===== src/rtl/fifo_uart_tx_if.sv =====
// FIFO read port seen by the UART transmitter: head word, empty flag and pop strobe.
// The transmitter is the master (it issues pops); the FIFO is the slave.
interface fifo_uart_tx_if #(
  parameter int WORD_LENGTH = 8
);
  logic [WORD_LENGTH-1:0] fifo_data;
  logic                   fifo_empty;
  logic                   fifo_read_en;

  modport master (input fifo_data, input fifo_empty, output fifo_read_en);
  modport slave  (output fifo_data, output fifo_empty, input fifo_read_en);
endinterface


===== src/rtl/fifo_uart_tx.sv =====
// UART transmitter fed from a FIFO read port: start bit, data LSB first, optional even parity, one stop bit.
// Define FIFO_UART_TX_PARITY_EN to compile in the parity bit (frame becomes WORD_LENGTH+3 bits).
module fifo_uart_tx #(
  parameter int WORD_LENGTH  = 8,
  parameter int CLKS_PER_BIT = 868
) (
  input  logic           clk,
  input  logic           reset,
  input  logic           tx_enable,
  fifo_uart_tx_if.master fifo,
  output logic           tx,
  output logic           busy
);
  localparam int BAUD_W = (CLKS_PER_BIT > 1) ? $clog2(CLKS_PER_BIT) : 1;
  localparam int BIT_W  = $clog2(WORD_LENGTH + 1);
  localparam logic [BAUD_W-1:0] BAUD_LAST = BAUD_W'(CLKS_PER_BIT - 1);
  localparam logic [BIT_W-1:0]  BIT_LAST  = BIT_W'(WORD_LENGTH - 1);

`ifdef FIFO_UART_TX_PARITY_EN
  typedef enum logic [2:0] {IDLE, START, DATA, PARITY, STOP} state_t;
`else
  typedef enum logic [1:0] {IDLE, START, DATA, STOP} state_t;
`endif

  state_t                 state_q, state_d;
  logic [BAUD_W-1:0]      baud_q, baud_d;
  logic [BIT_W-1:0]       bit_q, bit_d;
  logic [WORD_LENGTH-1:0] shift_q, shift_d;
  logic                   tx_d;
  logic                   baud_end;
  logic                   pop;
`ifdef FIFO_UART_TX_PARITY_EN
  logic                   parity_q, parity_d;
`endif

  assign baud_end = (baud_q == BAUD_LAST);

  // A pop may start a frame from IDLE or chain onto the last stop-bit cycle; reset suppresses it.
  assign pop = !reset && tx_enable && !fifo.fifo_empty &&
               ((state_q == IDLE) || ((state_q == STOP) && baud_end));
  assign fifo.fifo_read_en = pop;

  // Busy must already be high in the pop cycle, before the registered state leaves IDLE.
  assign busy = (state_q != IDLE) || pop;

  always_comb begin
    state_d  = state_q;
    shift_d  = shift_q;
    bit_d    = bit_q;
    tx_d     = tx;
    baud_d   = ((state_q == IDLE) || baud_end) ? '0 : baud_q + 1'b1;
`ifdef FIFO_UART_TX_PARITY_EN
    parity_d = parity_q;
`endif
    unique case (state_q)
      IDLE, STOP: begin
        if (pop) begin
          state_d  = START;
          shift_d  = fifo.fifo_data;
          tx_d     = 1'b0;
          baud_d   = '0;
`ifdef FIFO_UART_TX_PARITY_EN
          parity_d = ^fifo.fifo_data;
`endif
        end else if ((state_q == STOP) && baud_end) begin
          state_d = IDLE;
          tx_d    = 1'b1;
        end
      end
      START: begin
        if (baud_end) begin
          state_d = DATA;
          bit_d   = '0;
          tx_d    = shift_q[0];
        end
      end
      DATA: begin
        if (baud_end) begin
          shift_d = shift_q >> 1;
          bit_d   = bit_q + 1'b1;
          if (bit_q == BIT_LAST) begin
`ifdef FIFO_UART_TX_PARITY_EN
            state_d = PARITY;
            tx_d    = parity_q;
`else
            state_d = STOP;
            tx_d    = 1'b1;
`endif
          end else begin
            tx_d = shift_d[0];
          end
        end
      end
`ifdef FIFO_UART_TX_PARITY_EN
      PARITY: begin
        if (baud_end) begin
          state_d = STOP;
          tx_d    = 1'b1;
        end
      end
`endif
      default: begin
        state_d = IDLE;
        tx_d    = 1'b1;
      end
    endcase
  end

  always_ff @(posedge clk) begin
    if (reset) begin
      state_q  <= IDLE;
      baud_q   <= '0;
      bit_q    <= '0;
      shift_q  <= '0;
      tx       <= 1'b1;
`ifdef FIFO_UART_TX_PARITY_EN
      parity_q <= 1'b0;
`endif
    end else begin
      state_q  <= state_d;
      baud_q   <= baud_d;
      bit_q    <= bit_d;
      shift_q  <= shift_d;
      tx       <= tx_d;
`ifdef FIFO_UART_TX_PARITY_EN
      parity_q <= parity_d;
`endif
    end
  end
endmodule


===== src/flat_wrapper.sv =====
// flat-port wrapper written by rule: the top's interface ports become plain ports
module fifo_uart_tx_flat 
#(
  parameter int WORD_LENGTH  = 8,
  parameter int CLKS_PER_BIT = 868
)
  (clk, reset, tx_enable, tx, busy, fifo_fifo_data, fifo_fifo_empty, fifo_fifo_read_en);
  fifo_uart_tx_if #(.WORD_LENGTH(WORD_LENGTH)) fifo_i ();
  input  logic clk;
  input  logic reset;
  input  logic tx_enable;
  output logic tx;
  output logic busy;
  input wire logic [$bits(fifo_i.fifo_data)-1:0] fifo_fifo_data;
  input wire logic [$bits(fifo_i.fifo_empty)-1:0] fifo_fifo_empty;
  output wire logic [$bits(fifo_i.fifo_read_en)-1:0] fifo_fifo_read_en;
  assign fifo_i.fifo_data = fifo_fifo_data;
  assign fifo_i.fifo_empty = fifo_fifo_empty;
  assign fifo_fifo_read_en = fifo_i.fifo_read_en;
  fifo_uart_tx #(.WORD_LENGTH(WORD_LENGTH), .CLKS_PER_BIT(CLKS_PER_BIT)) u_core (.clk(clk), .reset(reset), .tx_enable(tx_enable), .fifo(fifo_i), .tx(tx), .busy(busy));
endmodule

===== config.mk =====
export PLATFORM = sky130hd
export DESIGN_NAME = fifo_uart_tx_flat
export DESIGN_NICKNAME = d
export VERILOG_FILES = /design/src/rtl/fifo_uart_tx_if.sv /design/src/rtl/fifo_uart_tx.sv /design/src/flat_wrapper.sv
export SDC_FILE = /design/constraint.sdc
export NUM_CORES = 1
export LEC_CHECK = 0
export CAP_MARGIN = 5
export CORE_ASPECT_RATIO = 2
export CORE_MARGIN = 2
export CORE_UTILIZATION = 40
export DETAILED_ROUTE_END_ITERATION = 8
export SLEW_MARGIN = 10
export SYNTH_ARGS = -nofsm -noshare
export SYNTH_HDL_FRONTEND = slang
export SYNTH_SLANG_ARGS = --single-unit

===== constraint.sdc =====
create_clock -name clk -period 3 [get_ports clk]
set_input_delay 0.6 -clock clk [delete_from_list [all_inputs] [get_ports clk]]
set_output_delay 0.6 -clock clk [all_outputs]
set_load 0.05 [all_outputs]

# After elaboration in Yosys (flattened, before gate mapping)

Cells that the tools add are included.

Register bits: 25
Input port bits: 12
Logic and storage cells: 56
Output and inout bits: 3

Reductions and logical operators: 18
Equal/unequal tests: 10
Muxes and demuxes: 21
Add/subtract/negate cells: 2

Operators with widths:

| kind                                                | count |
|---|---|
| two-way mux 10 bit                                  | 3 |
| two-way mux 8 bit                                   | 2 |
| case mux 8 bit (2 select lines)                     | 1 |
| adder 10 x 1 -> 10 bit, second input constant       | 1 |
| equality test 10 bit, second input constant         | 1 |
| two-way mux 2 bit                                   | 5 |
| AND reduction 3 bit                                 | 3 |
| two-way mux 4 bit                                   | 2 |
| != test 2 x 1 -> 1 bit, second input constant       | 4 |
| case mux 4 bit (2 select lines)                     | 1 |
| case mux 2 bit (3 select lines)                     | 1 |
| nonzero test 2 bit                                  | 3 |
| two-way mux 1 bit                                   | 5 |
| adder 4 x 1 -> 4 bit, second input constant         | 1 |
| equality test 2 bit, second input constant          | 2 |
| equality test 4 x 3 -> 1 bit, second input constant | 1 |
| logical AND 1 bit                                   | 4 |
| AND reduction 4 bit                                 | 1 |
| logical OR 1 bit                                    | 3 |
| != test 3 x 1 -> 1 bit, second input constant       | 1 |
| case mux 1 bit (3 select lines)                     | 1 |
| equality test 2 x 1 -> 1 bit, second input constant | 1 |
| logical NOT 1 bit                                   | 2 |
| logical NOT 2 bit                                   | 1 |
| OR reduction 2 bit                                  | 1 |

# Longest topological paths before layout

Depth after elaboration: 6
Gate-level depth with buffers: 7

# Worst setup path before layout

No wires, ideal clock.

Path type: input-to-reg
Start: input port reset
End: register u_core.state_q[0]
Required time: 2.879 ns
Setup slack: 0.839 ns
Stages: 4
Data arrival time: 2.040 ns
Path through: or3b_1 nand2_1 o221a_2 mux2_2

Word-level cells in the longest chain between the ends: 6
Elaborated cells between the ends (all ways): 8

RTL lines:

| what                                                                                           | line                | RTL |
|---|---|---|
| start: declaration                                                                             | flat_wrapper.sv:10  | `input logic reset;` |
| logical NOT 1 bit                                                                              | fifo_uart_tx.sv:39  | `assign pop = !reset && tx_enable && !fifo.fifo_empty &&` |
| logical AND 1 bit (3 in series)                                                                | fifo_uart_tx.sv:39  |  |
| != test 3 x 1 -> 1 bit (no source line) / two-way mux 2 bit (equally long branches)            | -                   |  |
| AND reduction 4 bit (no source line) / case mux 2 bit (3 select lines) (equally long branches) | -                   |  |
| end signal: assignment                                                                         | fifo_uart_tx.sv:120 | `state_q <= state_d;` |
| end: declaration                                                                               | fifo_uart_tx.sv:25  | `state_t state_q, state_d;` |

Parallel ways exist; a longest one is shown, timed or not.
A chain may end at the register's enable or synchronous reset.

# Worst setup path in the final report

Start: input port reset
End: output port fifo_fifo_read_en

Word-level cells in the longest chain between the ends: 4

RTL lines:

| what                            | line               | RTL |
|---|---|---|
| logical NOT 1 bit               | fifo_uart_tx.sv:39 |  |
| logical AND 1 bit (3 in series) | fifo_uart_tx.sv:39 |  |
| end: declaration                | flat_wrapper.sv:16 | `output wire logic [$bits(fifo_i.fifo_read_en)-1:0] fifo_fifo_read_en;` |

Every way passes these cells.

==> results.env <==
POST_SYNTH.CELL_AREA_AVG_SQ_UM=8.96
SYNTH_MUX_AREA_FRAC=0.0302
MAXIMUM_NUMBER_OF_PINS_ON_ONE_NET_BEFORE_GLOBAL_ROUTE_REPAIR=23
FLOORPLAN.CORE_AREA_SQ_UM=3380
VIAS=1173
SYNTH_COMPOUND_AREA_FRAC=0.208
WORST-PATH-MAX-FANOUT=13
DIE-WIDTH_UM=45.9
FILL_CELLS=350
CLOCK_LATENCY_PS=270
SYNTH_SEQ_CELLS=25
REG2REG_SETUP_SLACK_PS=770
TIMING.CRITICAL_PATH.MAX_DELAY_FAMILY='simple AND/OR/NAND/NOR gates'
VIAS_IN_THE_FIRST_GLOBAL_ROUTE=1149
YOSYS.AREA_SHARE.SIMPLE=0.221
POST-ROUTE-PERIOD-UTIL=0.920
QUANTITY_OF_GATES_RESIZED_FOLLOWING_CTS=0
TIMING.FMAX_GHz=0.362
GROUTE.USAGE.OVERALL=0.164
HOLD-PATH-ENDPOINT='u_core.baud_q[0]'
DRV_CAP=0
SKEW_PS=4.96
REMAINING_DRC_ERRORS=0
POST_SYNTHESIS_SHARE_OF_CELL_AREA_SPENT_ON_XOR_AND_XNOR_GATES=0.0498
YS_SEQ_AREA_FRAC=0.356
POSTSYNTH.ASYNCRESETSHARE=0
HTREE_NUM_LEVELS=1
CP-END-KIND='output port'
CP_DATA_ARRIVAL_TIME_PS=2160
PLACEMENT.IO_BUFFERS=14
SYNTH-MAIN-FF-CELL='dfxtp_1'
POWER.IR.VDD_WORST_V=0.000291
DETAILEDROUTE.FIRSTITERATIONVIOLATIONS=24
CRIT_PATH_CELL_TRACE='clkdlybuf4s50_1, buf_4, nor4bb_1, nand4_1, nand2_1, buf_12'
CTS_MAX_PATH_BUFFERS=2
ROOT_BUF_CELL='clkbuf_8'
STARTING_UTILIZATION_OF_THE_CORE_AREA=0.416
POST_SYNTH_FA_HA_MAJ_AREA_FRACTION=0.0623
GRT_SETUP_UNREPAIRED='no'
POST_ROUTE_CELLS_DRIVE_ABOVE_1_SHARE=0.135
FINALSETUPVIOLATIONS=0
LAYOUT-AREA-OVERHEAD-VS-SYNTH_PCT=15.5
N_ANTENNA_CELL=0
POST-PLACE-CELLS=199
FINALWIRELENGTH_MM=3.11
STATUS='finished, final reports clean'
POWER_DENSITY_nW_PER_UM2=371
POWER.LEAKAGE_uW=0.000554
POST_SYNTH_MOST_FREQUENT_CELLS='dfxtp_1, nor2_1, inv_1'
WORSTREGTOREGCELLS=6
SYN-CELL-AREA_SQ_UM=1410
SETUP_TNS_PS=0
PLACE.DETAILED.HPWL_MM=2.33
ANTENNA_FOUND_INITIAL=0
YOSYSWARNINGCOUNT=0
YOSYSUNIQUECELLTYPES=38
DRT-VIAS-PER-INSTANCE=5.78
GP_ROUTABILITY_CONGESTION=0.769
IO-PIN-COUNT=15
PLACEMENT_ROWS=30
FIRSTDRTPASSITERS=4
SETUP.WORST_PATH.CLASS='in -> out'
HOLD_PATH.CLASS='reg -> reg'
TRITONCTS_CLOCK_TREE='yes'
REPORT.FINAL.HOLD_VIOL_COUNT=0
CLOCK_TRANSITION_AT_THE_REGISTERS_OF_THE_REPORTED_PATHS_PS=90
LARGEST_FAMILY_OF_LOGIC_CELLS_BY_SYNTHESIZED_AREA='simple AND/OR/NAND/NOR gates'
SLEW_HEADROOM=0.391
MAX_SLEW.WORST_PIN.SLEW_PS=914
WORST_HOLD_STARTPOINT='u_core.baud_q[0]'
SYNTH.MOST_COMMON_CELL='dfxtp_1'
WIRE_LENGTH_OF_THE_FIRST_GLOBAL_ROUTING_PASS_MM=4.96
FINAL_ANTENNA_NET_COUNT=0
NUMCTSBUFFERS=3
WORST-ENDPOINT-REQUIRED_PS=2400
SYNTH_TOP_CELL_AREA_SHARE=0.356
TIMING.RR.START='u_core.state_q[0]'
CPPEAKSTAGEDELAY_PS=420
REG2REG_TO='u_core.shift_q[5]'
SYNTH_EDF_COUNT=0
NUMCLOCKSINKS=25
SYN_NETS=176
DIE-AREA_SQ_UM=4030
LAYOUT_MIN_CYCLE_TIME_PS=2760
DIE_HEIGHT_UM=87.9
NUMBER_OF_BUFFER_AND_INVERTER_INSTANCES_ALONG_THE_WORST_SETUP_PATH=3
STARTPOINT_TYPE='input pin'
FINISH.NET_COUNT=191
POST-CTS-SETUP-BUFFERS=0
SYNTH.TOP_CELLS.BY_AREA='dfxtp_1, ha_1, nor2_1'
SYNTH.LARGEST_AREA_CELL='dfxtp_1'
FINAL-INSTANCE-COUNT-EXCL-FILL=203
FINAL_MAX_SLEW_VIOL_COUNT=0
GLOBALROUTEOVERFLOWTOTAL=0
POST_CTS_HOLD_BUFFER_COUNT=0
SYNTHESIS.INSTANCES=157
WIRE_PER_INST_UM=15.3
HOLD_DEPTH=1
TIMING.CRITICAL_PATH.SLOWEST_STAGE_CELL='clkdlybuf4s50_1'
-- placed cells by master (no fill, tap or decap), types with 2 or more instances in the layout --
cell type	n
a211oi_1	2
a21oi_1	6
a31oi_1	7
and3_2	2
buf_12	2
buf_4	2
clkbuf_8	3
clkdlybuf4s50_1	12
dfxtp_1	25
ha_1	7
inv_1	15
mux2_2	2
mux2i_1	2
nand2_1	9
nand3_1	8
nand4_1	4
nor2_1	23
nor3_1	2
o21ai_0	2
o221a_1	3
o221a_2	5
o32ai_1	3
or3_1	2
xnor2_1	4
xor2_1	4
-- report_power, final --
part	leakage (uW)	switching [uW]	total, uW	internal, uW
sequential	0.000202	3.61	341	337
clock	0.0000217	111	205	94.1
combinational	0.000330	24.9	56.2	31.3
total	0.000554	140	603	463
-- state kept, by name, summed over array words and instances (netlist names) --
register        cells
u_core.tx           1
u_core.baud_q      10
u_core.state_q      2
u_core.bit_q        4
u_core.shift_q      8
-- layer usage --
layer  wire, um  GRT usage  up-vias
li1           -          -      590
met2       1780      0.323       20
met4         27     0.0597        0
met5          0          0        -
met3         79     0.0206        2
met1       1220      0.158      561
-- through the flow --
stage / power, uW / hold slack [ps] / worst slack (ps) / util / instance area [sq um]
6_report: 603 / 473 / 240 / 0.481 / 1620
3_3_place_gp: 403 / 442 / 356 / 0.466 / 1580
5_1_grt: 630 / 512 / 207 / 0.481 / 1620
4_1_cts: 613 / 488 / 275 / 0.481 / 1620
3_5_place_dp: 405 / 465 / 255 / 0.466 / 1580
2_1_floorplan: 379 / 430 / 839 / - / 1410
-- cell families after synthesis --
logic type | count (synthesis)
AOI/OAI and AO/OA | 33
DFF | 25
and+or+nand+nor | 59
adders and majority gates | 7
muxes | 4
buffers and inverters | 21
xor gates and xnor gates | 8
-- worst max path at each step --
stage | start | end | slack (ps) | depth (start not counted)
2_1_floorplan | reset | u_core.state_q[0] | 840 | 4
3_3_place_gp | reset | fifo_fifo_read_en | 360 | 6
3_5_place_dp | reset | u_core.shift_q[5] | 260 | 7
4_1_cts | reset | fifo_fifo_read_en | 280 | 6
5_1_grt | reset | fifo_fifo_read_en | 210 | 6
6_report | reset | fifo_fifo_read_en | 240 | 6
-- final cells by class --
cell class | count | area [sq um] | share of cell area
clock buffers | 3 | 41.3 | 0.0254
clock inverters | 1 | 7.51 | 0.00462
inverters | 15 | 56.3 | 0.0347
multi-input cells | 111 | 803 | 0.495
flip-flops and latches | 25 | 500 | 0.308
well taps | 32 | 40.0 | 0.0247
repair buffers | 16 | 175 | 0.108
No activity file was read; power rests on OpenSTA's default activity.
